### src/rtl/ppu_frame_seq.sv
// ppu_frame_seq: parametrised PPU frame sequencer.
// Walks the screen line by line and tile group by tile group. It drives the
// colour-load, sprite-evaluation and tile-render engines through start/busy
// handshakes. It latches scroll state at frame and line boundaries, raises
// vblank/NMI, and keeps a sticky handshake watchdog and a frame counter.
//
// Ports:
//   clk, rst                      clock, async active-high reset
//   vga_done                      frame buffer released, a frame may start
//   ppu_ctrl1                     [7] NMI enable, [1:0] nametable select
//   ppu_ctrl2                     [3] background enable, [4] sprite enable
//   cpu_scroll_addr               {scroll X, scroll Y}
//   status_rd                     CPU status read pulse (clears vblank)
//   color/sprite/tile _start/_busy  engine handshakes
//   pixel_row, pixel_col          current row / first column of the group (signed)
//   scroll_latch, nt_latch        latched scroll and nametable select
//   vblank, nmi                   status bit 7, vblank & NMI enable
//   hs_timeout                    sticky watchdog error
//   frame_cnt                     completed frames (wraps)
module ppu_frame_seq #(
  parameter int SCREEN_W      = 256,
  parameter int SCREEN_H      = 240,
  parameter int TILE_W        = 8,
  parameter int COL_W         = 9,
  parameter int ROW_W         = 9,
  parameter int HBLANK_CYCLES = 100,
  parameter int START_TIMEOUT = 255
) (
  input  logic             clk,
  input  logic             rst,
  input  logic             vga_done,
  input  logic [7:0]       ppu_ctrl1,
  input  logic [7:0]       ppu_ctrl2,
  input  logic [15:0]      cpu_scroll_addr,
  input  logic             status_rd,
  output logic             color_start,
  input  logic             color_busy,
  output logic             sprite_start,
  input  logic             sprite_busy,
  output logic             tile_start,
  input  logic             tile_busy,
  output logic [ROW_W-1:0] pixel_row,
  output logic [COL_W-1:0] pixel_col,
  output logic [15:0]      scroll_latch,
  output logic [1:0]       nt_latch,
  output logic             vblank,
  output logic             nmi,
  output logic             hs_timeout,
  output logic [7:0]       frame_cnt
);

  localparam int WD_W = (START_TIMEOUT > 1) ? $clog2(START_TIMEOUT) : 1;
  localparam int HB_W = (HBLANK_CYCLES > 1) ? $clog2(HBLANK_CYCLES) : 1;

  typedef enum logic [3:0] {
    IDLE, COLOR_REQ, COLOR_WAIT, SPR_REQ, SPR_WAIT,
    TILE_REQ, TILE_WAIT, HBLANK, VBLANK_WAIT
  } state_t;

  state_t           state_q, state_d;
  logic [ROW_W-1:0] row_q, row_d;
  logic [COL_W-1:0] col_q, col_d;
  logic [15:0]      scroll_q, scroll_d;
  logic [1:0]       nt_q, nt_d;
  logic             vblank_q, vblank_d;
  logic             hs_q, hs_d;
  logic [7:0]       frame_q, frame_d;
  logic             color_start_q, color_start_d;
  logic             sprite_start_q, sprite_start_d;
  logic             tile_start_q, tile_start_d;
  logic [WD_W-1:0]  wd_q, wd_d;
  logic [HB_W-1:0]  hb_q, hb_d;

  logic [COL_W-1:0] neg_fine;
  logic [COL_W:0]   col_ext, col_adv;
  logic             line_full, wd_expired, render_en, last_row;
  logic             go_spr, spr_done, tile_done, go_tile, eol, vblank_set, frame_begin;
  logic             unused_ctrl;

  // First group of a line starts fine-X pixels left of the screen edge.
  assign neg_fine   = '0 - {{(COL_W-3){1'b0}}, cpu_scroll_addr[10:8]};
  // One extra bit so the column + TILE_W compare cannot overflow.
  assign col_ext    = {col_q[COL_W-1], col_q};
  assign col_adv    = col_ext + (COL_W+1)'(TILE_W);
  assign line_full  = $signed(col_adv) >= $signed((COL_W+1)'(SCREEN_W));
  assign wd_expired = (wd_q == WD_W'(START_TIMEOUT - 1));
  assign render_en  = ppu_ctrl2[3] | ppu_ctrl2[4];
  assign last_row   = (row_q == ROW_W'(SCREEN_H - 1));
  assign unused_ctrl = ^{ppu_ctrl1[6:2], ppu_ctrl2[7:5], ppu_ctrl2[2:0]};

  always_comb begin
    state_d        = state_q;
    row_d          = row_q;
    col_d          = col_q;
    scroll_d       = scroll_q;
    nt_d           = nt_q;
    vblank_d       = vblank_q;
    hs_d           = hs_q;
    frame_d        = frame_q;
    color_start_d  = color_start_q;
    sprite_start_d = sprite_start_q;
    tile_start_d   = tile_start_q;
    wd_d           = wd_q;
    hb_d           = hb_q;
    go_spr         = 1'b0;
    spr_done       = 1'b0;
    tile_done      = 1'b0;
    go_tile        = 1'b0;
    eol            = 1'b0;
    vblank_set     = 1'b0;
    frame_begin    = 1'b0;

    // A watchdog expiry in *_REQ is treated exactly like the matching *_WAIT
    // completion, so both paths funnel into the shared done flags below.
    case (state_q)
      IDLE: if (vga_done) begin
        frame_begin   = 1'b1;
        row_d         = '0;
        scroll_d      = cpu_scroll_addr;
        nt_d          = ppu_ctrl1[1:0];
        col_d         = neg_fine;
        color_start_d = 1'b1;
        wd_d          = '0;
        state_d       = COLOR_REQ;
      end
      COLOR_REQ: begin
        if (color_busy) begin
          color_start_d = 1'b0;
          state_d       = COLOR_WAIT;
        end else if (wd_expired) begin
          hs_d          = 1'b1;
          color_start_d = 1'b0;
          go_spr        = 1'b1;
        end else begin
          wd_d = wd_q + 1'b1;
        end
      end
      COLOR_WAIT: if (!color_busy) go_spr = 1'b1;
      SPR_REQ: begin
        if (sprite_busy) begin
          sprite_start_d = 1'b0;
          state_d        = SPR_WAIT;
        end else if (wd_expired) begin
          hs_d           = 1'b1;
          sprite_start_d = 1'b0;
          spr_done       = 1'b1;
        end else begin
          wd_d = wd_q + 1'b1;
        end
      end
      SPR_WAIT: if (!sprite_busy) spr_done = 1'b1;
      TILE_REQ: begin
        if (tile_busy) begin
          tile_start_d = 1'b0;
          state_d      = TILE_WAIT;
        end else if (wd_expired) begin
          hs_d         = 1'b1;
          tile_start_d = 1'b0;
          tile_done    = 1'b1;
        end else begin
          wd_d = wd_q + 1'b1;
        end
      end
      TILE_WAIT: if (!tile_busy) tile_done = 1'b1;
      HBLANK: begin
        if (hb_q == HB_W'(HBLANK_CYCLES - 1)) go_spr = 1'b1;
        else hb_d = hb_q + 1'b1;
      end
      VBLANK_WAIT: if (!vga_done) state_d = IDLE;
      default: state_d = IDLE;
    endcase

    if (spr_done) begin
      if (render_en) go_tile = 1'b1;
      else eol = 1'b1;
    end
    if (tile_done) begin
      if (line_full) begin
        eol = 1'b1;
      end else begin
        col_d   = col_adv[COL_W-1:0];
        go_tile = 1'b1;
      end
    end
    if (go_spr) begin
      sprite_start_d = 1'b1;
      wd_d           = '0;
      state_d        = SPR_REQ;
    end
    if (go_tile) begin
      tile_start_d = 1'b1;
      wd_d         = '0;
      state_d      = TILE_REQ;
    end
    if (eol) begin
      if (last_row) begin
        vblank_set = 1'b1;
        frame_d    = frame_q + 8'd1;
        state_d    = VBLANK_WAIT;
      end else begin
        row_d          = row_q + 1'b1;
        scroll_d[15:8] = cpu_scroll_addr[15:8];
        nt_d[0]        = ppu_ctrl1[0];
        col_d          = neg_fine;
        hb_d           = '0;
        state_d        = HBLANK;
      end
    end

    // Setting vblank takes priority over a coincident status read.
    if (vblank_set) vblank_d = 1'b1;
    else if (status_rd || frame_begin) vblank_d = 1'b0;
  end

  always_ff @(posedge clk or posedge rst) begin
    if (rst) begin
      state_q        <= IDLE;
      row_q          <= '0;
      col_q          <= '0;
      scroll_q       <= '0;
      nt_q           <= '0;
      vblank_q       <= 1'b0;
      hs_q           <= 1'b0;
      frame_q        <= '0;
      color_start_q  <= 1'b0;
      sprite_start_q <= 1'b0;
      tile_start_q   <= 1'b0;
      wd_q           <= '0;
      hb_q           <= '0;
    end else begin
      state_q        <= state_d;
      row_q          <= row_d;
      col_q          <= col_d;
      scroll_q       <= scroll_d;
      nt_q           <= nt_d;
      vblank_q       <= vblank_d;
      hs_q           <= hs_d;
      frame_q        <= frame_d;
      color_start_q  <= color_start_d;
      sprite_start_q <= sprite_start_d;
      tile_start_q   <= tile_start_d;
      wd_q           <= wd_d;
      hb_q           <= hb_d;
    end
  end

  assign color_start  = color_start_q;
  assign sprite_start = sprite_start_q;
  assign tile_start   = tile_start_q;
  assign pixel_row    = row_q;
  assign pixel_col    = col_q;
  assign scroll_latch = scroll_q;
  assign nt_latch     = nt_q;
  assign vblank       = vblank_q;
  assign nmi          = vblank_q & ppu_ctrl1[7];
  assign hs_timeout   = hs_q;
  assign frame_cnt    = frame_q;

endmodule

### config.mk
export PLATFORM = sky130hd
export DESIGN_NAME = ppu_frame_seq
export DESIGN_NICKNAME = d
export VERILOG_FILES = /design/src/rtl/ppu_frame_seq.sv
export SDC_FILE = /design/constraint.sdc
export NUM_CORES = 1
export LEC_CHECK = 0
export ABC_AREA = 1
export BUFFER_PORTS_ARGS = -buffer_cell sky130_fd_sc_hd__buf_4
export CAP_MARGIN = 5
export CORE_UTILIZATION = 30
export CTS_CLUSTER_SIZE = 28
export DETAILED_ROUTE_END_ITERATION = 8
export PLACE_DENSITY_LB_ADDON = 0.1
export SLEW_MARGIN = 20
export SYNTH_ARGS = -nofsm -noshare
export SYNTH_HDL_FRONTEND = slang
export SYNTH_SLANG_ARGS = --single-unit
### constraint.sdc
create_clock -name clk -period 2.6 [get_ports clk]
set_input_delay 0.13 -clock clk [delete_from_list [all_inputs] [get_ports clk]]
set_output_delay 0.13 -clock clk [all_outputs]
set_load 0.1 [all_outputs]
* Yosys cells after proc, flatten, opt, wreduce, memory -nomap -nowiden
Cells that the tools add are included.
Cells by class: div/mod/pow operators 0, shifts and indexed selects 0, $lt $le $gt $ge 1, multiply operators 0, add/sub/neg operators 6, reduce and logical (&&, ||, !) cells 19, equality and inequality tests 26, mux-type cells 80, bitwise logic cells 2
Operators by type and width (number):
- 9-bit two-way mux | 10
- 8-bit two-way mux | 9
- 1-bit two-way mux | 39
- 4-bit two-way mux | 9
- 16-bit two-way mux | 2
- 8-bit case mux with 4 select lines | 1
- 7-bit two-way mux | 4
- 5-bit != test, second input constant | 5
- 4-bit case mux with 6 select lines | 1
- 8-bit by 1-bit adder with 8-bit output, second input constant | 2
- 4-bit by 3-bit equality test with 1-bit output, second input constant | 4
- 4-bit != test, second input constant | 4
- 9-bit by 5-bit adder with 10-bit output, second input constant | 1
- 10-bit greater-or-equal comparator, second input constant | 1
- 9-bit by 1-bit adder with 9-bit output, second input constant | 1
- 9-bit by 8-bit equality test with 1-bit output, second input constant | 1
- 3-bit nonzero test | 3
- 4-bit by 2-bit equality test with 1-bit output, second input constant | 2
- 8-bit equality test, second input constant | 1
- 2-bit != test, second input constant | 4
- 2-bit AND reduction | 4
- 2-bit nonzero test | 4
- 7-bit by 1-bit adder with 7-bit output, second input constant | 1
- 7-bit equality test, second input constant | 1
- other kinds (17) | 20
Word-level totals: register bits 68, memories kept 0, logic and storage cells 149, bits in latches 0, RAM bits 0, bits in read-only memories 0, output and inout bits 50, input port bits 39

* Longest topological paths before layout
Gate-level depths: netlist (run 1).
depth after elaboration 9, gate-level depth with buffers 13, depth with buffers taken out 13

* Worst setup path before layout (run 1)
No wires, ideal clock.
path type flip-flop to flip-flop, start point reg col_q[3], in the netlist pixel_col[3], end point reg col_q[4], in the netlist pixel_col[4], path slack 0.133 ns, data required time 2.476 ns, clock period less this slack 2.467 ns, setup time 0.124 ns, path buffers 1, cell stages (with the launch flop) 12, data arrival time 2.343 ns, path through dfrtp_1 > ha_1 > nand3_1 > o21ai_0 > nand3_1 > inv_1 > nand2_1 > nand2_2 > nand2_4 > buf_2 > o211ai_1 > nand2_1
On the way: cells in the longest elaborated chain, start to end 6, elaborated cells on any way between the ends 8, those cells by class add/sub (1); order compare (1); mux (6)
Ends and longest elaborated chain:
- start, declared | RTL line 62 | logic [COL_W-1:0] col_q, col_d;
- start signal, assigned | RTL line 233 | col_q <= col_d;
- 9-bit by 5-bit adder with 10-bit output * | RTL line 84 | assign col_adv = col_ext + (COL_W+1)'(TILE_W);
- 10-bit greater-or-equal comparator | RTL line 85 | assign line_full = $signed(col_adv) >= $signed((COL_W+1)'(SCREEN_W));
- 9-bit two-way mux | RTL line 178 | if (line_full) begin
- 9-bit two-way mux | RTL line 177 | if (tile_done) begin
- 9-bit two-way mux | RTL line 196 | if (last_row) begin
- 9-bit two-way mux * | RTL line 195 | if (eol) begin
- named net col_d[4] | RTL line 62
The timed path passes the listed nets; every way through them passes the cells marked *. A chain may end at the register's enable or synchronous reset.

* Worst setup path in the final report (run 1)
start point reg wd_q[0], end point reg state_q[1]
On the way: cells in the longest elaborated chain, start to end 9, elaborated cells on any way between the ends 24, those cells by class eq/ne (7); mux (16); reduce/logical (1)
Ends and longest elaborated chain:
- start, declared | RTL line 71 | logic [WD_W-1:0] wd_q, wd_d;
- start signal, assigned | RTL line 242 | wd_q <= wd_d;
- 8-bit equality test * | RTL line 86 | assign wd_expired = (wd_q == WD_W'(START_TIMEOUT - 1));
- 1-bit two-way mux * | RTL line 130, 143, 156
- 1-bit two-way mux | RTL line 140 | if (sprite_busy) begin
- 1-bit case mux with 2 select lines | RTL line 115 | case (state_q)
- 1-bit two-way mux | RTL line 173 | if (spr_done) begin
- 1-bit two-way mux | RTL line 178
- 1-bit two-way mux | RTL line 177
- 5-bit != test (no source line) (tied with other cells)
- 6-bit AND reduction (no source line) or 4-bit two-way mux (tied branches)
- end signal, assigned | RTL line 231 | state_q <= state_d;
- end, declared | RTL line 60 | state_t state_q, state_d;
Every way passes the cells marked *; elsewhere a longest branch is shown, timed or not.

==> flow_metrics.env, run 1 <==
export IMPL_grt_max_degree=69
export IMPL_final_setup_viol_count=0
export IMPL_slowest_delay_ps=400
export IMPL_hold_class="input pin to register"
export IMPL_antenna_found_initial=0
export IMPL_cts_buffers=9
export IMPL_cts_sinks=68
export IMPL_dr_pass1_iters=4
export IMPL_die_y_um=114
export IMPL_path_clk_slew_ps=50
export IMPL_synth_seq_cells=68
export IMPL_vias_per_cell=4.55
export IMPL_crit_fanout=18
export IMPL_dp_hpwl_um=6550
export IMPL_cts_path_max_buffers=2
export IMPL_maxSlewViolCount=0
export IMPL_cts_tree="done"
export IMPL_critPathKind="register to register"
export IMPL_grt_pass1_wl_um=16300
export IMPL_wl_um=9420
export IMPL_tightest_slew_ps=890
export IMPL_critPathTopFamily="simple AND/OR/NAND/NOR gates"
export IMPL_area_sequential_um2=1700
export IMPL_leakagePower_nw=2.63
export IMPL_max_cap_viol_count=0
export IMPL_antenna_cells=0
export IMPL_drc=0
export IMPL_gr_total_overflow=0
export IMPL_dr_first_iter_drc_count=102
export IMPL_ys_warn_count=0
export IMPL_drive_gt1_share_pct=19.0
export IMPL_met2_usage_pct=25.9
export IMPL_port_buffers=77
export IMPL_hold_viol_final=0
export IMPL_fmax_ghz=0.440
export IMPL_critPathSlowestCell="dfrtp_1"
export IMPL_post_route_period_util_pct=87.4
export IMPL_crit_path_end_kind="register"
export IMPL_yosys_most_used_dff="dfrtp_1"
export IMPL_slew_headroom_pct=40.7
export IMPL_worstPathRequired_ps=2870
export IMPL_seq_area_frac_synth_pct=45.6
export IMPL_ir_drop_uv=824
export IMPL_rsz0062_at_grt="no"
export IMPL_power_density_nw_per_um2=1270
export IMPL_rows=40
export IMPL_fin_tns_setup_ps=0
export IMPL_synth_cell_types=29
export IMPL_ios=89
export IMPL_start_kind="register"
export IMPL_dp_cells=731
export IMPL_grt_total_usage_pct=16.1
export IMPL_fin_cells=764
export IMPL_cpMostUsedCell="nor2_1"
export IMPL_grt_busiest_layer="met2"
export IMPL_core_area_um2=12100
export IMPL_r2r_slack_ps=330
export IMPL_vias=3476
export IMPL_timing_hold_ws_ps=14.0
export IMPL_netlist_instances=489
export IMPL_postLayoutCoreUtil_pct=41.4
export IMPL_cp_arrival_ps=2540
export IMPL_grt_pass1_vias=3437
export IMPL_layout_nets=637
export IMPL_syn_nets=535
export IMPL_fill_cells=1220
export IMPL_dieArea_um2=12900
export IMPL_die_w_um=114
export IMPL_outcome="finished clean"
export IMPL_multi_input_area_um2=1810
export IMPL_use_met3_pct=4.99
export IMPL_power_w=0.00636
export IMPL_start_util_pct=30.9
export IMPL_cts_repair_resize_count=0
export IMPL_area_growth_pct=33.8
export IMPL_htreeDepth=3
export IMPL_met1_usage_pct=20.3
export IMPL_syn_area_um2=3730
export IMPL_final_antenna_net_count=0
export IMPL_clock_latency_ps=340
export IMPL_crit_chain="inv_1, ha_1, inv_1, nor2_1, nand3_1, nand2_1, nand3_1, nand2_2, nand2_4, inv_2, buf_4, nor2_1, nor2_1"
export IMPL_async_flop_share_pct=100
export IMPL_worst_path_buf_inv=4
export IMPL_post_synth_cell_area_avg_um2=7.63
export IMPL_fin_crit_ps=2270
export IMPL_wire_per_inst_um=12.3
export IMPL_cts_root_buf="clkbuf_16"
export IMPL_fin_skew_ps=6.32
export IMPL_synth_enable_flop_cells=0
export IMPL_place_gp_congestion=0.823
==> cells by family (layout without fill, tap and decap cells) <==
family | Yosys count | in the layout | share of synthesized area (%)
AO/OA/AOI/OAI | 30 | 30 | 4.46
buffers and inverters | 56 | 163 | 5.90
XOR/XNOR | 28 | 28 | 6.57
AND/OR/NAND/NOR | 300 | 300 | 35.1
flip-flops | 68 | 68 | 45.6
adder cells (fa/ha/maj) | 7 | 7 | 2.35
==> layout make-up <==
| type | count | share of cell area [%] |
|---|---|---|
| tap | 168 | 4.21 |
| clock inverter | 3 | 0.902 |
| inverter | 48 | 3.61 |
| sequential | 68 | 34.1 |
| timing repair buffer | 99 | 15.7 |
| multi-input combinational | 365 | 36.3 |
| clock buffer | 13 | 5.21 |
==> worst reg2reg max path, stage by stage (launching register included) <==
cell     delay (ps)
dfrtp_1         400
inv_1            90
ha_1            140
inv_1            40
nor2_1          320
nand3_1         190
nand2_1         120
nand3_1         110
nand2_2         170
nand2_4         180
inv_2           150
buf_4           170
nor2_1           50
nor2_1           80
==> sequential cells by signal (all words and copies together), names as in the netlist <==
| signal | cells |
|---|---|
| state_q | 4 |
| nt_latch | 2 |
| sprite_start | 1 |
| hb_q | 7 |
| wd_q | 8 |
| tile_start | 1 |
| color_start | 1 |
| frame_cnt | 8 |
| vblank | 1 |
| pixel_col | 9 |
| hs_timeout | 1 |
| pixel_row | 9 |
| scroll_latch | 16 |
==> path summary, 6_finish.rpt <==
kind                                startpoint                to  cells past startpoint
setup / recovery                       wd_q[0]        state_q[1]                     13
hold / removal             cpu_scroll_addr[10]  scroll_latch[10]                      3
setup reg to reg                       wd_q[0]        state_q[1]                     13
hold reg to reg                     hs_timeout        hs_timeout                      1
max in group asynchronous                  rst      pixel_row[5]                      3
min in group asynchronous                  rst      frame_cnt[6]                      3
==> Yosys cell counts, drive strengths merged (3+ instances only) <==
| cell type | instances | area share (%) |
|---|---|---|
| buf | 4 | 0.67 |
| nand4 | 19 | 3.2 |
| nand3 | 56 | 7.5 |
| nand2 | 170 | 18 |
| clkbuf | 4 | 0.40 |
| o21ai | 21 | 2.8 |
| inv | 48 | 4.8 |
| nor2 | 48 | 5.6 |
| xnor2 | 11 | 2.6 |
| dfrtp | 68 | 46 |
| ha | 7 | 2.3 |
| nor3 | 3 | 0.40 |
| xor2 | 17 | 4.0 |
==> per-stage QoR <==
step           setup WS, ps  cell area (um2)
4_1_cts                 293             4990
5_1_grt                83.6             4990
3_5_place_dp            297             4520
6_report                328             4990
2_1_floorplan           133             3730
3_3_place_gp            315             4520
==> power by group <==
part	switching, W	leakage [nW]	internal [W]
sequential	0.000275	0.866	0.00138
combinational	0.00266	1.62	0.000785
clock	0.000454	0.142	0.000795
==> repair_timing <==
action / in CTS / in global routing
hold buffers: 17 / 0
setup buffers: 0 / 0
endpoints found under the hold margin: 17 / 0
==> layer usage <==
layer / wire length [um] / vias up
met4: 116 / 0
met1: 4400 / 1619
met5: 0 / -
li1: - / 1776
met2: 4420 / 72
met3: 492 / 9
==> layout by cell type (no fill, tap or decap), types with 7 or more instances in the layout <==
master,Yosys,final
dlygate4sd3_1,0,17
dfrtp_1,68,68
nand3_1,56,56
ha_1,7,7
nand4_1,19,19
buf_4,2,82
o21ai_0,17,17
xor2_1,17,17
inv_1,44,43
clkbuf_16,0,9
xnor2_1,11,11
nand2_1,164,164
nor2_1,42,42
No activity file was read; power rests on OpenSTA's default activity.
==> inputs of run 2 (changes only) <==
--- a/config.mk
+++ b/config.mk
@@ -8,7 +8,7 @@
 export ABC_AREA = 1
 export BUFFER_PORTS_ARGS = -buffer_cell sky130_fd_sc_hd__buf_4
 export CAP_MARGIN = 5
-export CORE_UTILIZATION = 30
+export CORE_UTILIZATION = 40
 export CTS_CLUSTER_SIZE = 28
 export DETAILED_ROUTE_END_ITERATION = 8
 export PLACE_DENSITY_LB_ADDON = 0.1
==> run 2 against run 1 <==
Net effect:
- hold slack improved by 1.4 ps
- clock-buffer cell count fell by 4
- largest power group unchanged
- routed wire length is 4.8% lower
- global-route usage is 3.5 points higher
- via count increased by 0.55%
- cell area shrank 3.1%
- critical path depth is 1 lower
- critical endpoint is now pixel_col[7]
==> flow_metrics.env, run 2 (same netlist as run 1, synthesis figures left out) <==
export IMPL_rows=34
export IMPL_start_kind="register"
export IMPL_cp_arrival_ps=2520
export IMPL_start_util_pct=42.0
export IMPL_grt_busiest_layer="met2"
export IMPL_met1_usage_pct=24.4
export IMPL_hold_class="input pin to register"
export IMPL_cts_path_max_buffers=2
export IMPL_clock_latency_ps=350
export IMPL_antenna_found_initial=0
export IMPL_htreeDepth=3
export IMPL_fin_tns_setup_ps=0
export IMPL_outcome="finished clean"
export IMPL_mostFrequentLayoutCell="nand2_1"
export IMPL_ios=89
export IMPL_dieArea_um2=9720
export IMPL_placed_area_um2=4450
export IMPL_cts_root_buf="clkbuf_8"
export IMPL_path_clk_slew_ps=80
export IMPL_port_buffers=77
export IMPL_grt_max_degree=69
export IMPL_largest_reg_flops=16
export IMPL_fill_cells=822
export IMPL_die_w_um=98.6
export IMPL_critPathSlowestCell="dfrtp_1"
export IMPL_dr_pass1_iters=4
export IMPL_ir_drop_uv=819
export IMPL_post_route_period_util_pct=86.2
export IMPL_gr_total_overflow=0
export IMPL_grt_pass1_vias=3390
export IMPL_slew_headroom_pct=66.3
export IMPL_power_density_nw_per_um2=1240
export IMPL_area_sequential_um2=1700
export IMPL_dp_hpwl_um=6210
export IMPL_final_setup_viol_count=0
export IMPL_cts_buffers=9
export IMPL_fmax_ghz=0.446
export IMPL_grt_pass1_wl_um=15300
export IMPL_layout_nets=638
export IMPL_antenna_cells=0
export IMPL_final_antenna_net_count=0
export IMPL_vias_per_cell=4.96
export IMPL_dr_first_iter_drc_count=123
export IMPL_rsz0062_at_grt="no"
export IMPL_worstPathRequired_ps=2880
export IMPL_fin_crit_ps=2240
export IMPL_hold_viol_final=0
export IMPL_use_met3_pct=6.17
export IMPL_leakagePower_nw=2.59
export IMPL_wl_um=8970
export IMPL_met2_usage_pct=32.9
export IMPL_vias=3495
export IMPL_drive_gt1_share_pct=19.1
export IMPL_cts_sinks=68
export IMPL_setup_ws_ps=358
export IMPL_tightest_slew_ps=505
export IMPL_area_growth_pct=29.6
export IMPL_grt_total_usage_pct=19.6
export IMPL_die_y_um=98.6
export IMPL_core_area_um2=8890
export IMPL_slowest_delay_ps=410
export IMPL_place_gp_congestion=0.881
export IMPL_crit_chain="inv_1, ha_1, inv_1, nor2_1, nand3_1, nand2_1, nand3_1, nand2_2, nand2_4, inv_2, nand2_1, o21ai_1"
export IMPL_cts_tree="done"
export IMPL_wire_per_inst_um=12.7
export IMPL_stdcell_area_um2=4840
export IMPL_critPathKind="register to register"
export IMPL_fin_skew_ps=10.8
export IMPL_max_cap_viol_count=0
export IMPL_crit_path_end_kind="register"
export IMPL_cts_setup_buffers=0
export IMPL_drc=0
export IMPL_multi_input_area_um2=1810
export IMPL_worst_path_buf_inv=3
export IMPL_final_cell_mix="nand2_1, buf_4, dfrtp_1"
export IMPL_critPathTopFamily="simple AND/OR/NAND/NOR gates"
export IMPL_crit_fanout=19
export IMPL_place_ws_ps=348
export IMPL_maxSlewViolCount=0
## run 2: cell count changes in the layout (fill, tap and decap cells not counted)
cell,delta
clkinv_4,+2
buf_12,+1
clkbuf_1,-2
clkbuf_16,-9
buf_4,-2
inv_6,+1
clkinv_2,+1
dlygate4sd3_1,+2
clkbuf_8,+7
## run 2: metrics by stage
step / total power [W] / hold WS (ps) / instances / util, %
3_3_place_gp: 0.00506 / 251 / 670 / 50.0
2_1_floorplan: 0.00436 / 228 / 489 / -
5_1_grt: 0.00637 / 9.49 / 705 / 54.4
6_report: 0.00599 / 15.4 / 705 / 54.4
3_5_place_dp: 0.00510 / 257 / 670 / 50.0
4_1_cts: 0.00604 / 1.47 / 705 / 54.4
## run 2: timing repair
item / 4_1_cts / 5_1_grt
hold buffers: 19 / 0
hold endpoints to repair: 87 / 0
resized for setup: 0 / 0
## run 2: routing by layer
metal / vias to the layer above / routed length, um / part of all wire (%)
li1: 1784 / - / -
met1: 1633 / 4170 / 47
met2: 72 / 4260 / 47
met3: 6 / 428 / 4.8
met4: 0 / 106 / 1.2
met5: - / 0 / 0
## run 2: cell type report
type                       instances  area share, %
multi-input combinational        365           37.4
sequential                        68           35.2
timing repair buffer             100           16.8
inverter                          48           3.72
tap                              108           2.79
clock buffer                       9           2.56
clock inverter                     7           1.58
## run 2: worst min-delay path, cell delays in order
cell	delay [ps]
buf_4	100
nand2_1	50
nand2_1	50
## run 2: final timing paths
check | startpoint | end | slack [ps] | cells after the start
setup / recovery | wd_q[0] | pixel_col[7] | 360 | 12
hold / removal | cpu_scroll_addr[10] | scroll_latch[10] | 20 | 3
setup reg to reg | wd_q[0] | pixel_col[7] | 360 | 12
hold reg to reg | scroll_latch[1] | scroll_latch[1] | 490 | 2
max in group asynchronous | rst | scroll_latch[13] | 1890 | 4
min in group asynchronous | rst | wd_q[2] | 420 | 4
## run 2: power by group
part	leakage (nW)	internal [W]	switching (W)
clock	0.0958	0.000447	0.000445
combinational	1.63	0.000784	0.00266
sequential	0.866	0.00138	0.000271
total	2.59	0.00261	0.00338
==> inputs of run 3 (changes only) <==
--- a/config.mk
+++ b/config.mk
@@ -11,6 +11,7 @@
 export CORE_UTILIZATION = 40
 export CTS_CLUSTER_SIZE = 28
 export DETAILED_ROUTE_END_ITERATION = 8
+export GPL_TIMING_DRIVEN = 0
 export PLACE_DENSITY_LB_ADDON = 0.1
 export SLEW_MARGIN = 20
 export SYNTH_ARGS = -nofsm -noshare
==> constraint.sdc (replaced) <==
create_clock -name clk -period 2.6 [get_ports clk]
set_input_delay 0.13 -clock clk [delete_from_list [all_inputs] [get_ports clk]]
set_output_delay 0.13 -clock clk [all_outputs]
set_load 0.005 [all_outputs]
==> run 3 against run 2 <==
Net effect:
- global-route usage up 0.87 points
- critical path type unchanged
- register-to-register slack better by 30 ps
- largest power group unchanged
- combinational power decreased by 49%
- hold slack lost 1.5 ps
- routed wire length increased by 2.0%
- power decreased by 29%
- cell area increased by 0.10%
- largest cell class unchanged
==> flow_metrics.env, run 3 (same netlist as run 1, synthesis figures left out) <==
export IMPL_drc=0
export IMPL_largest_reg_flops=16
export IMPL_core_area_um2=8890
export IMPL_place_gp_congestion=0.874
export IMPL_crit_chain="inv_1, ha_1, inv_1, nor2_1, nand3_1, nand2_1, nand3_1, nand2_2, nand2_4, buf_2, o211ai_1, nand2_1"
export IMPL_cts_buffers=9
export IMPL_dp_hpwl_um=6470
export IMPL_layout_nets=643
export IMPL_final_antenna_net_count=0
export IMPL_area_growth_pct=29.8
export IMPL_dr_pass1_iters=4
export IMPL_critPathTopFamily="simple AND/OR/NAND/NOR gates"
export IMPL_power_density_nw_per_um2=872
export IMPL_cts_sinks=68
export IMPL_wl_um=9150
export IMPL_hold_viol_final=0
export IMPL_fin_cells=710
export IMPL_p_int_w=0.00252
export IMPL_start_util_pct=42.0
export IMPL_leakagePower_nw=2.58
export IMPL_grt_pass1_vias=3338
export IMPL_clock_latency_ps=360
export IMPL_critPathKind="register to register"
export IMPL_setup_ws_ps=392
export IMPL_critPathSlowestCell="dfrtp_1"
export IMPL_slowest_delay_ps=420
export IMPL_worstPathRequired_ps=2840
export IMPL_final_cell_mix="nand2_1, buf_4, dfrtp_1"
export IMPL_p_seq_share_pct=39.2
export IMPL_crit_fanout=10
export IMPL_dp_cells=675
export IMPL_max_cap_viol_count=0
export IMPL_path_clk_slew_ps=80
export IMPL_cts_path_max_buffers=2
export IMPL_gr_total_overflow=0
export IMPL_cts_root_buf="clkbuf_8"
export IMPL_die_w_um=98.6
export IMPL_place_ws_ps=410
export IMPL_fin_crit_ps=2210
export IMPL_port_buffers=77
export IMPL_maxSlewViolCount=0
export IMPL_vias=3485
export IMPL_die_y_um=98.6
export IMPL_hold_class="input pin to register"
export IMPL_dr_first_iter_drc_count=146
export IMPL_stdcell_area_um2=4840
export IMPL_p_clk_share_pct=18.9
export IMPL_comb_power_share_pct=41.9
export IMPL_final_setup_viol_count=0
export IMPL_grt_pass1_wl_um=15700
export IMPL_outcome="finished clean"
export IMPL_fill_cells=834
export IMPL_antenna_cells=0
export IMPL_cts_tree="done"
export IMPL_ios=89
export IMPL_crit_path_end_kind="register"
export IMPL_placed_area_um2=4480
export IMPL_drive_gt1_share_pct=19.1
export IMPL_start_kind="register"
export IMPL_htreeDepth=3
export IMPL_ir_drop_uv=469
export IMPL_cp_arrival_ps=2450
export IMPL_slew_headroom_pct=68.5
export IMPL_timing_hold_ws_ps=13.9
export IMPL_post_route_period_util_pct=84.9
export IMPL_wire_per_inst_um=12.9
export IMPL_vias_per_cell=4.91
export IMPL_net_switching_power_w=0.00170
export IMPL_mostFrequentLayoutCell="nand2_1"
export IMPL_switching_share_pct=40.3
export IMPL_worst_path_buf_inv=3
export IMPL_fmax_ghz=0.453
export IMPL_fin_skew_ps=15.4
export IMPL_rsz0062_at_grt="no"
export IMPL_grt_max_degree=43
export IMPL_antenna_found_initial=0
export IMPL_tightest_slew_ps=473
export IMPL_dieArea_um2=9720
export IMPL_postLayoutCoreUtil_pct=54.5
export IMPL_cts_setup_buffers=0
export IMPL_grt_total_usage_pct=20.5
export IMPL_rows=34
==> run 3: changes by cell type in the layout (fill, tap and decap cells not counted), sizes merged <==
cell | previous run | this run
buf | 81 | 82
bufinv | 1 | 0
clkbuf | 9 | 14
clkinv | 3 | 2
clkinvlp | 2 | 4
inv | 49 | 48
==> run 3: tightest hold or removal path, delay by kind of cell <==
kind                   cells  cell delay, ps
buffers and inverters      1             100
and+or+nand+nor            2             100
==> run 3: worst paths after layout <==
path                                          start          endpoint  slack (ps)  cells after the start
worst max-delay path                        wd_q[0]      pixel_col[4]         390                     12
worst min-delay path            cpu_scroll_addr[10]  scroll_latch[10]          10                      3
worst max register to register              wd_q[0]      pixel_col[4]         390                     12
worst min register to register      scroll_latch[7]   scroll_latch[7]         490                      2
max in group asynchronous                       rst      pixel_row[3]        1750                      4
min in group asynchronous                       rst      frame_cnt[6]         330                      3
==> run 3: per-layer routing <==
metal  up-vias  track usage (%)  wire length [um]
met2        80             32.4              4310
met3         8             6.52               524
li1       1784                -                 -
met5         -                0                 0
met1      1613             27.0              4240
met4         0             5.97                80
==> run 3: power by group through the flow <==
| stage | clock [W] | combinational (W) | sequential [W] |
|---|---|---|---|
| finish | 0.000798 | 0.00177 | 0.00166 |
| global route | 0.000882 | 0.00203 | 0.00170 |
| CTS | 0.000829 | 0.00178 | 0.00166 |
| detailed placement | 0 | 0.00176 | 0.00167 |
| global placement | 0 | 0.00172 | 0.00166 |
| floorplan | 0 | 0.00108 | 0.00164 |
==> run 3: through the flow <==
step                power [W]  TNS [ps]
finish                0.00422         0
global route          0.00462         0
CTS                   0.00427         0
detailed placement    0.00343         0
global placement      0.00338    -18170
floorplan             0.00272         0
==> run 3: area by class of cell <==
type | count | area (um2) | area share [%]
plain buffers | 8 | 40.0 | 0.827
clock buffers | 10 | 138 | 2.84
clock inverters | 6 | 40.0 | 0.827
inverters | 48 | 183 | 3.77
multi-input cells | 365 | 1810 | 37.4
flip-flops and latches | 68 | 1700 | 35.1
well taps | 108 | 135 | 2.79
repair buffers | 97 | 796 | 16.4
==> run 3: timing repair <==
item / CTS / global route
hold buffers: 19 / 0
hold endpoints to repair: 45 / 0
resized for setup: 0 / 0
endpoints found under the setup margin: 0 / 0
